$ cat config.mk
export PLATFORM = sky130hd
export DESIGN_NAME = stall_skid_buffer
export DESIGN_NICKNAME = d
export VERILOG_FILES = /design/src/rtl/stall_skid_buffer.sv
export SDC_FILE = /design/constraint.sdc
export NUM_CORES = 1
export LEC_CHECK = 0
export CAP_MARGIN = 0
export CORE_MARGIN = 2
export CORE_UTILIZATION = 55
export CTS_BUF_LIST = sky130_fd_sc_hd__clkbuf_8 sky130_fd_sc_hd__clkbuf_16
export DETAILED_ROUTE_END_ITERATION = 6
export PLACE_DENSITY_LB_ADDON = 0.1
export SKIP_LAST_GASP = 1
export SLEW_MARGIN = 20
export SYNTH_ARGS = -nofsm -noshare
export SYNTH_HDL_FRONTEND = slang
export SYNTH_SLANG_ARGS = --single-unit
$ cat constraint.sdc
create_clock -name clk -period 2.9 [get_ports clk]
set_clock_uncertainty 0.1 [all_clocks]
set_input_delay 0.87 -clock clk [delete_from_list [all_inputs] [get_ports clk]]
set_output_delay 0.87 -clock clk [all_outputs]
set_load 0.01 [all_outputs]
$ cat src/rtl/stall_skid_buffer.sv
// Elastic buffer between pipeline stages with near-full stall request
// and reserved headroom for words still in flight.
module stall_skid_buffer #(
  parameter int WIDTH = 8,
  parameter int DEPTH = 4,
  parameter int SLACK = 2
) (
  input  logic                       clk,
  input  logic                       reset_n,
  input  logic                       in_valid,
  input  logic [WIDTH-1:0]           in_data,
  input  logic                       drain_stall,
  output logic                       out_valid,
  output logic [WIDTH-1:0]           out_data,
  output logic                       to_stall_mgmt,
  output logic [$clog2(DEPTH+1)-1:0] occupancy,
  output logic                       overflow_err
);

  localparam int AW = (DEPTH > 1) ? $clog2(DEPTH) : 1;
  localparam int CW = $clog2(DEPTH + 1);
  localparam logic [CW-1:0] FULL = CW'(DEPTH);
  localparam logic [CW-1:0] THR  = CW'(DEPTH - SLACK);

  logic [WIDTH-1:0] mem_q [DEPTH];
  logic [AW-1:0]    rd_ptr_q, rd_ptr_d;
  logic [AW-1:0]    wr_ptr_q, wr_ptr_d;
  logic [CW-1:0]    occ_q, occ_d;
  logic             ovf_q, ovf_d;
  logic             pop;
  logic             push_ok;

  assign pop     = (occ_q != '0) && !drain_stall;
  assign push_ok = in_valid && ((occ_q < FULL) || pop);

  assign out_valid     = pop;
  assign out_data      = mem_q[rd_ptr_q];
  assign to_stall_mgmt = (occ_q >= THR);
  assign occupancy     = occ_q;
  assign overflow_err  = ovf_q;

  always_comb begin
    rd_ptr_d = rd_ptr_q;
    wr_ptr_d = wr_ptr_q;
    occ_d    = occ_q;
    ovf_d    = ovf_q;
    if (pop) rd_ptr_d = rd_ptr_q + 1'b1;
    if (push_ok) wr_ptr_d = wr_ptr_q + 1'b1;
    // A word that finds the buffer full with nothing leaving is lost.
    if (in_valid && !push_ok) ovf_d = 1'b1;
    unique case (1'b1)
      push_ok && !pop: occ_d = occ_q + 1'b1;
      pop && !push_ok: occ_d = occ_q - 1'b1;
      default:         occ_d = occ_q;
    endcase
  end

  always_ff @(posedge clk or negedge reset_n) begin
    if (!reset_n) begin
      rd_ptr_q <= '0;
      wr_ptr_q <= '0;
      occ_q    <= '0;
      ovf_q    <= 1'b0;
    end else begin
      rd_ptr_q <= rd_ptr_d;
      wr_ptr_q <= wr_ptr_d;
      occ_q    <= occ_d;
      ovf_q    <= ovf_d;
    end
  end

  always_ff @(posedge clk) begin
    if (push_ok) mem_q[wr_ptr_q] <= in_data;
  end

endmodule
======== Word level (Yosys, flattened, before mapping) ========
Memory sizes are Yosys's and may differ from the RTL's.
Index checks and enable logic that the tools add are counted.
word-level totals
  register bits ........................... 8
  memory bits (writable) .................. 32
  input bits .............................. 12
  output and inout port bits .............. 14
  logic and storage cells ................. 25
  memories ................................ 1
memories
  memory  depth  bits a word  rd ports  clocked after Yosys merged registers in  wr ports  line  text
  mem_q   4      8            1         0                                        1         25    logic [WIDTH-1:0] mem_q [DEPTH];
operators by class
  add/subtract/negate cells ............... 4
  order comparisons ....................... 2
  mux-type cells .......................... 3
  reduce and logical (&&, ||, !) cells .... 11
operator list
  kind                   count
  $pmux W3 S2            1
  $logic_and A1 B1 Y1    5
  $add A2 B1 Y2 const B  2
  $add A3 B1 Y3 const B  1
  $ge A3 B2 Y1 const B   1
  $logic_not A1 Y1       3
  $lt A3 B3 Y1 const B   1
  $reduce_bool A3 Y1     1
  $sub A3 B1 Y3 const B  1
  $mux W1                2
  $reduce_bool A2 Y1     1
  $logic_or A1 B1 Y1     1

======== Depth between registers and ports, before layout ========
Gate-level depths: netlist of the first run.
  word-level depth ........................ 7
  depth in mapped cells ................... 8

======== Least setup slack after synthesis of the first run ========
Ideal clock, no wire load.
  path type ............................... input -> register
  start ................................... input port in_valid
  end ..................................... register occ_q[2], in the netlist occupancy[2]
  arrival ................................. 2.066 ns
  setup slack ............................. 0.654 ns
  stages .................................. 8
  cells stage by stage .................... a21boi_2 > inv_1 > ha_1 > inv_1 > fa_1 > xor2_1 > nor2_1 > xor2_1
on the way
  longest elaborated chain between the ends .. 4
  elaborated cells between the ends (all ways) .. 6
  those cells by class .................... mux (1); reduce/logical (5)
RTL lines
  item                                               line  text
  from (decl)                                        10    input logic in_valid,
  $logic_and A1 B1 Y1 (*)                            34    assign push_ok = in_valid && ((occ_q < FULL) || pop);
  $logic_not A1 Y1                                   53    pop && !push_ok: occ_d = occ_q - 1'b1;
  $logic_and A1 B1 Y1                                53
  $pmux W3 S2 or $reduce_bool A2 Y1 (tied branches)  -
  to (signal assigned)                               62    occ_q <= '0;
  to (signal assigned)                               67    occ_q <= occ_d;
  to (decl)                                          28    logic [CW-1:0] occ_q, occ_d;
Every way passes the cells marked *; elsewhere a longest branch is shown, timed or not.
A chain may end at the register's enable or synchronous reset.

======== Final worst setup path of the first run ========
  start ................................... register rd_ptr_q[0]
  end ..................................... output port out_data[5]
on the way
  longest elaborated chain between the ends .. 1
RTL lines
  item                    line  text
  from (decl)             26    logic [AW-1:0] rd_ptr_q, rd_ptr_d;
  from (signal assigned)  65    rd_ptr_q <= rd_ptr_d;
  $mem_v2 Z4 W8           -
  to (decl)               14    output logic [WIDTH-1:0] out_data,
Every way passes these cells.

==> metrics, run 1 <==
GRT Util Overall=0.160; most used routing layer=met2; most common cell in the netlist=edfxtp_1; unique cell type count in the Yosys netlist=21; sequential fraction of the synthesis area=0.718; Hold Crit Class=reg2reg; Total Nets Final=136; Period Utilization, post-route=0.965; Starting Density=0.582; Avg WL per Cell=15.8 um; Buf/Inv on CP=2; fillers=195; met3 usage=0.0580; HPWL after DPL=1.68 mm; Fmax achieved=0.357 GHz; min Tclk post-route=2.80 ns; VDD IR-drop max=0.000662 V; CTS tree=yes; Area Overhead vs Synth=24.5%; CORE AREA=0.00278 sq mm; diode count=0; Synth top area share=0.594; DRT Pass-1 Iters=4; Clock Sink Count=40; largest net degree at the start of global routing=12; CTS clock-pin slew for the worst setup and hold paths=0.07 ns; H-tree depth=2; Post-synth EDFFs=32; cell count after synthesis=82; Worst EP required=1.93 ns; Worst setup SP type=flop; clk buf depth=2; post-route cell area=0.00201 sq mm; commonest cells in the netlist=32 x edfxtp_1, 8 x dfrtp_1, 8 x mux4_2; max incr delay on CP=0.50 ns; Post-Syn Area per Cell=19.7 sq um; critical path data arrival time=1.83 ns; CP Capture Type=primary output; Top FF cell, synth=edfxtp_1; Yosys reg bits=40; routability congestion estimate=0.713; DRC marker count from the first detailed-route iteration=11; drt via density=5.25; DRT Wirelength=2.37 mm; # setup viols final=0; first-pass GRT wire length=3.74 mm; proportion of layout cells with a drive suffix above 1=0.210; setup tns final=0 ns; insertion delay to the later sink of the worst-skew pair=0.27 ns; Final Hold Viols=0; met2 Usage GRT=0.273; PwrDens=937 mW/mm^2; Ys Warns=0; ranking of synthesized cells by area=edfxtp_1 59%, dfrtp_1 12%, mux4_2 11%; Synth async-reset ratio=0.200; Port Buffers=25; Post-Syn Nets=100; crit path cell chain=buf_4 > mux4_2 > clkdlybuf4s50_1; hold_buf cts=0; met1 Usage GRT=0.184; Critical-path top delay cell=mux4_2; LEAKAGE=0.747 nW; status=completed; Setup CP Type=reg2out; post-route ant nets=0; I/O pin cnt=26; # DRC=0; Final Max Tran Viols=0; Synth Cell Area=0.00162 sq mm; vias in the first global route=860; Yosys top cell by area=edfxtp_1; Max transition margin=0.692; Cell Rows=19; Die Span Y=58.2 um; CP max FO=4; Post-DP Area=0.00193 sq mm; RSZ-0062 raised after global routing=false; crit-path leading delay family=buffers and inverters; worst-margin pin slew=0.462 ns; die width=58.2 um; CTS Root Cell=clkbuf_8; Die Area=0.00339 sq mm; vias=788; total clock buffers created by CTS=5; gr ovfl total=0; Max Cap Viol=0; initial antenna violation count=0
## worst paths after layout
kind                                               start                       end  slack [ns]  cells past startpoint
worst max-delay path             rd_ptr_q[0]$_DFFE_PN0P_               out_data[5]        0.10                      3
worst min-delay path            overflow_err$_DFFE_PN0P_  overflow_err$_DFFE_PN0P_        0.38                      1
worst max register to register  occupancy[2]$_DFFE_PN0P_  occupancy[2]$_DFFE_PN0P_        0.91                      9
worst min register to register  overflow_err$_DFFE_PN0P_  overflow_err$_DFFE_PN0P_        0.38                      1
max in group asynchronous                        reset_n   rd_ptr_q[0]$_DFFE_PN0P_        1.68                      1
min in group asynchronous                        reset_n  overflow_err$_DFFE_PN0P_        0.77                      1
## registers in the layout, summed over array words and instances (netlist names)
register,cells
rd_ptr_q,2
mem_q,32
occupancy,3
wr_ptr_q,2
overflow_err,1
## power by group
part / switching (mW) / leakage (nW) / total, mW / internal, mW
Clock: 0.165 / 0.0482 / 0.325 / 0.160
Sequential: 0.0916 / 0.383 / 0.848 / 0.757
Combinational: 0.294 / 0.315 / 0.714 / 0.420
Total: 0.551 / 0.747 / 1.89 / 1.34
## per-stage QoR
stage	instances	util	total power, mW	worst slack [ns]	hold WS [ns]
global placement	141	0.693	1.55	-0.0372	0.358
detailed placement	141	0.693	1.58	-0.0519	0.363
CTS	149	0.722	1.90	0.0536	0.385
finish	150	0.724	1.89	0.102	0.384
global route	150	0.724	2.00	0.0147	0.401
floorplan	82	-	1.26	0.654	0.412
## cells in the final DEF, fill, tap and decap left out, drive strengths merged, types with 2 or more instances in the layout
cell / n
and2: 4
buf: 6
clkbuf: 5
clkdlybuf4s50: 24
dfrtp: 8
edfxtp: 32
ha: 5
inv: 8
mux4: 8
nor2: 2
xnor2: 2
xor2: 4
## cell families (layout without fill, tap and decap cells)
kind of cell | count (synthesis) | after routing | synth area share
AOI/OAI and AO/OA | 3 | 3 | 0.0155
xor gates and xnor gates | 6 | 6 | 0.0325
adders and majority gates | 6 | 6 | 0.0510
buffers and inverters | 8 | 45 | 0.0240
DFF | 40 | 40 | 0.718
muxes | 9 | 9 | 0.118
and+or+nand+nor | 10 | 10 | 0.0418
## area by class of cell
class / count / area [sq um] / area share
repair buffers: 31 / 294 / 0.146
inverters: 6 / 22.5 / 0.0112
well taps: 31 / 38.8 / 0.0193
flip-flops and latches: 40 / 1160 / 0.576
clock inverters: 3 / 11.3 / 0.00559
clock buffers: 5 / 68.8 / 0.0342
multi-input cells: 34 / 418 / 0.207
## routing by layer
metal,up-vias,part of all wire
met2,18,0.54
li1,379,-
met3,2,0.036
met1,389,0.42
met4,0,0.0055
met5,-,0
## timing repair
| action | in CTS | in global routing |
|---|---|---|
| setup buffers | 0 | 1 |
| setup endpoints to repair | 1 | 2 |
| hold endpoints to repair | 0 | 0 |
| resized for setup | 1 | 0 |
| pin swaps | 0 | 0 |
(Power assumes the default switching activity.)
==> run 2: changes to the inputs <==
--- a/config.mk
+++ b/config.mk
@@ -5,7 +5,7 @@
 export SDC_FILE = /design/constraint.sdc
 export NUM_CORES = 1
 export LEC_CHECK = 0
-export CAP_MARGIN = 0
+export CAP_MARGIN = 20
 export CORE_MARGIN = 2
 export CORE_UTILIZATION = 55
 export CTS_BUF_LIST = sky130_fd_sc_hd__clkbuf_8 sky130_fd_sc_hd__clkbuf_16
==> results of run 2 <==
The final DEF is identical to that of run 1; final timing and power are the same.
==> run 3: changes to the inputs <==
--- a/config.mk
+++ b/config.mk
@@ -7,7 +7,7 @@
 export LEC_CHECK = 0
 export CAP_MARGIN = 20
 export CORE_MARGIN = 2
-export CORE_UTILIZATION = 55
+export CORE_UTILIZATION = 47
 export CTS_BUF_LIST = sky130_fd_sc_hd__clkbuf_8 sky130_fd_sc_hd__clkbuf_16
 export DETAILED_ROUTE_END_ITERATION = 6
 export PLACE_DENSITY_LB_ADDON = 0.1
==> constraint.sdc (replaced) <==
create_clock -name clk -period 2.34 [get_ports clk]
set_clock_uncertainty 0.1 [all_clocks]
set_input_delay 0.702 -clock clk [delete_from_list [all_inputs] [get_ports clk]]
set_output_delay 0.702 -clock clk [all_outputs]
set_load 0.01 [all_outputs]
==> run 3 against run 2 <==
Setup slack lost 0.13 ns. Total power up 33%. The flow now finishes with violations (setup timing). Sequential power rose by 24%. Largest power group unchanged. First-iteration DRC count is 64% higher.
==> metrics, run 3 (same netlist as run 1, synthesis figures left out) <==
crit-path leading delay family=multiplexers; Worst R2R Start=occupancy[2]$_DFFE_PN0P_; total clock buffers created by CTS=5; RR Endpoint=occupancy[2]$_DFFE_PN0P_; setup tns final=-0.105 ns; vias in the first global route=962; hold_buf cts=0; Die Span Y=62.7 um; Critical-path top delay cell=mux4_2; Port Buffers=25; worst-margin pin slew=0.436 ns; CORE AREA=0.00331 sq mm; Reg2Reg Depth=10; fin cells=179; Area Overhead vs Synth=34.3%; routability congestion estimate=0.658; CTS Root Cell=clkbuf_8; Max transition margin=0.710; LEAKAGE=0.848 nW; Fmax achieved=0.423 GHz; insertion delay to the later sink of the worst-skew pair=0.29 ns; PwrDens=1160 mW/mm^2; Period Utilization, post-route=1.01; # setup viols final=6; Die Area=0.00393 sq mm; VDD IR-drop max=0.000488 V; GRT Util Overall=0.154; max incr delay on CP=0.50 ns; Worst EP required=1.54 ns; CTS tree=yes; Final Max Tran Viols=0; worst hold stages=1; drt via density=4.84; Cell Rows=21; PnR worst setup slack=-0.0244 ns; Final Hold Viols=0; final core occ=0.656; RSZ-0062 raised after global routing=true; Setup CP Type=reg2out; I/O pin cnt=26; CP max FO=8; DRT Pass-1 Iters=3; WHS=0.379 ns; Power Total=2.52 mW; crit path cell chain=buf_12 > mux4_2 > clkdlybuf4s15_1; vias=867; commonest non-fill, non-tap cell in the layout=edfxtp_1; failing checks=setup timing; post-route ant nets=0; DRT Wirelength=2.51 mm; min Tclk post-route=2.36 ns; largest net degree at the start of global routing=14; Top reg by flops=mem_q; status=finished with violations; Worst setup SP type=flop; Starting Density=0.489; die width=62.7 um; Placed Cells=163; gr ovfl total=0; DRC marker count from the first detailed-route iteration=18; CP startpoint=rd_ptr_q[0]$_DFFE_PN0P_; Stages on worst setup path=3; # DRC=0; HPWL after DPL=1.75 mm; crit path to=out_data[4]; Total Nets Final=150; critical path data arrival time=1.56 ns; Largest register FFs=32; Max Cap Viol=0; Hold Crit Class=reg2reg; Buf/Inv on CP=2; initial antenna violation count=0; most frequent cells in the layout=32 x edfxtp_1, 17 x buf_4, 14 x clkdlybuf4s50_1; R2R setup slack=0.30 ns; first-pass GRT wire length=4.42 mm; CP Capture Type=primary output; CTS clock-pin slew for the worst setup and hold paths=0.08 ns; H-tree depth=2; Avg WL per Cell=14.0 um; clk buf depth=2; diode count=0; proportion of layout cells with a drive suffix above 1=0.376; Clock Sink Count=40
run 3: final cells by class:
class                      count  area (sq um)
tap                           46          57.6
sequential                    40          1160
fill                         265          1140
multi-input combinational     34           418
clock inverter                 3          18.8
clock buffer                   5          68.8
inverter                       6          22.5
timing repair buffer          45           425
run 3: worst reg2reg max path: stages, from the launching register on:
cell	delay (ns)
dfrtp_2	0.44
buf_4	0.14
nor3_2	0.25
nor2_2	0.06
buf_4	0.14
ha_1	0.20
inv_1	0.07
fa_1	0.17
xor2_1	0.15
nor2_1	0.07
xor2_1	0.14
run 3: report_power, final:
| part | internal (mW) | leakage [nW] | switching [mW] | total (mW) |
|---|---|---|---|---|
| Clock | 0.207 | 0.0479 | 0.233 | 0.440 |
| Combinational | 0.625 | 0.417 | 0.404 | 1.03 |
| Sequential | 0.938 | 0.382 | 0.109 | 1.05 |
run 3: worst min-delay path by stage:
stage                              from                       end  slack (ns)
6_report       overflow_err$_DFFE_PN0P_  overflow_err$_DFFE_PN0P_        0.38
3_3_place_gp   overflow_err$_DFFE_PN0P_  overflow_err$_DFFE_PN0P_        0.37
2_1_floorplan                   reset_n  occupancy[0]$_DFFE_PN0P_        0.31
5_1_grt        overflow_err$_DFFE_PN0P_  overflow_err$_DFFE_PN0P_        0.40
3_5_place_dp   overflow_err$_DFFE_PN0P_  overflow_err$_DFFE_PN0P_        0.36
4_1_cts        overflow_err$_DFFE_PN0P_  overflow_err$_DFFE_PN0P_        0.38
run 3: metal layers:
metal	part of all wire	routed length (um)	track usage	vias to the layer above
met5	0	0	0	-
met1	0.42	1050	0.179	434
met2	0.51	1280	0.262	23
met4	0.022	54	0.0750	0
met3	0.050	126	0.0468	4
li1	-	-	-	406
run 3: stage by stage:
stage	cell area, sq um	setup slack (ns)
after CTS	2150	-0.0889
after floorplan	1620	0.262
after global routing	2170	-0.0836
after global placement	2040	-0.270
final	2170	-0.0244
after detailed placement	2040	-0.312
run 3: what timing repair did:
action / CTS / global route
setup endpoints to repair: 10 / 9
pin swaps: 0 / 1
gates resized for setup: 31 / 6
setup buffers: 8 / 0
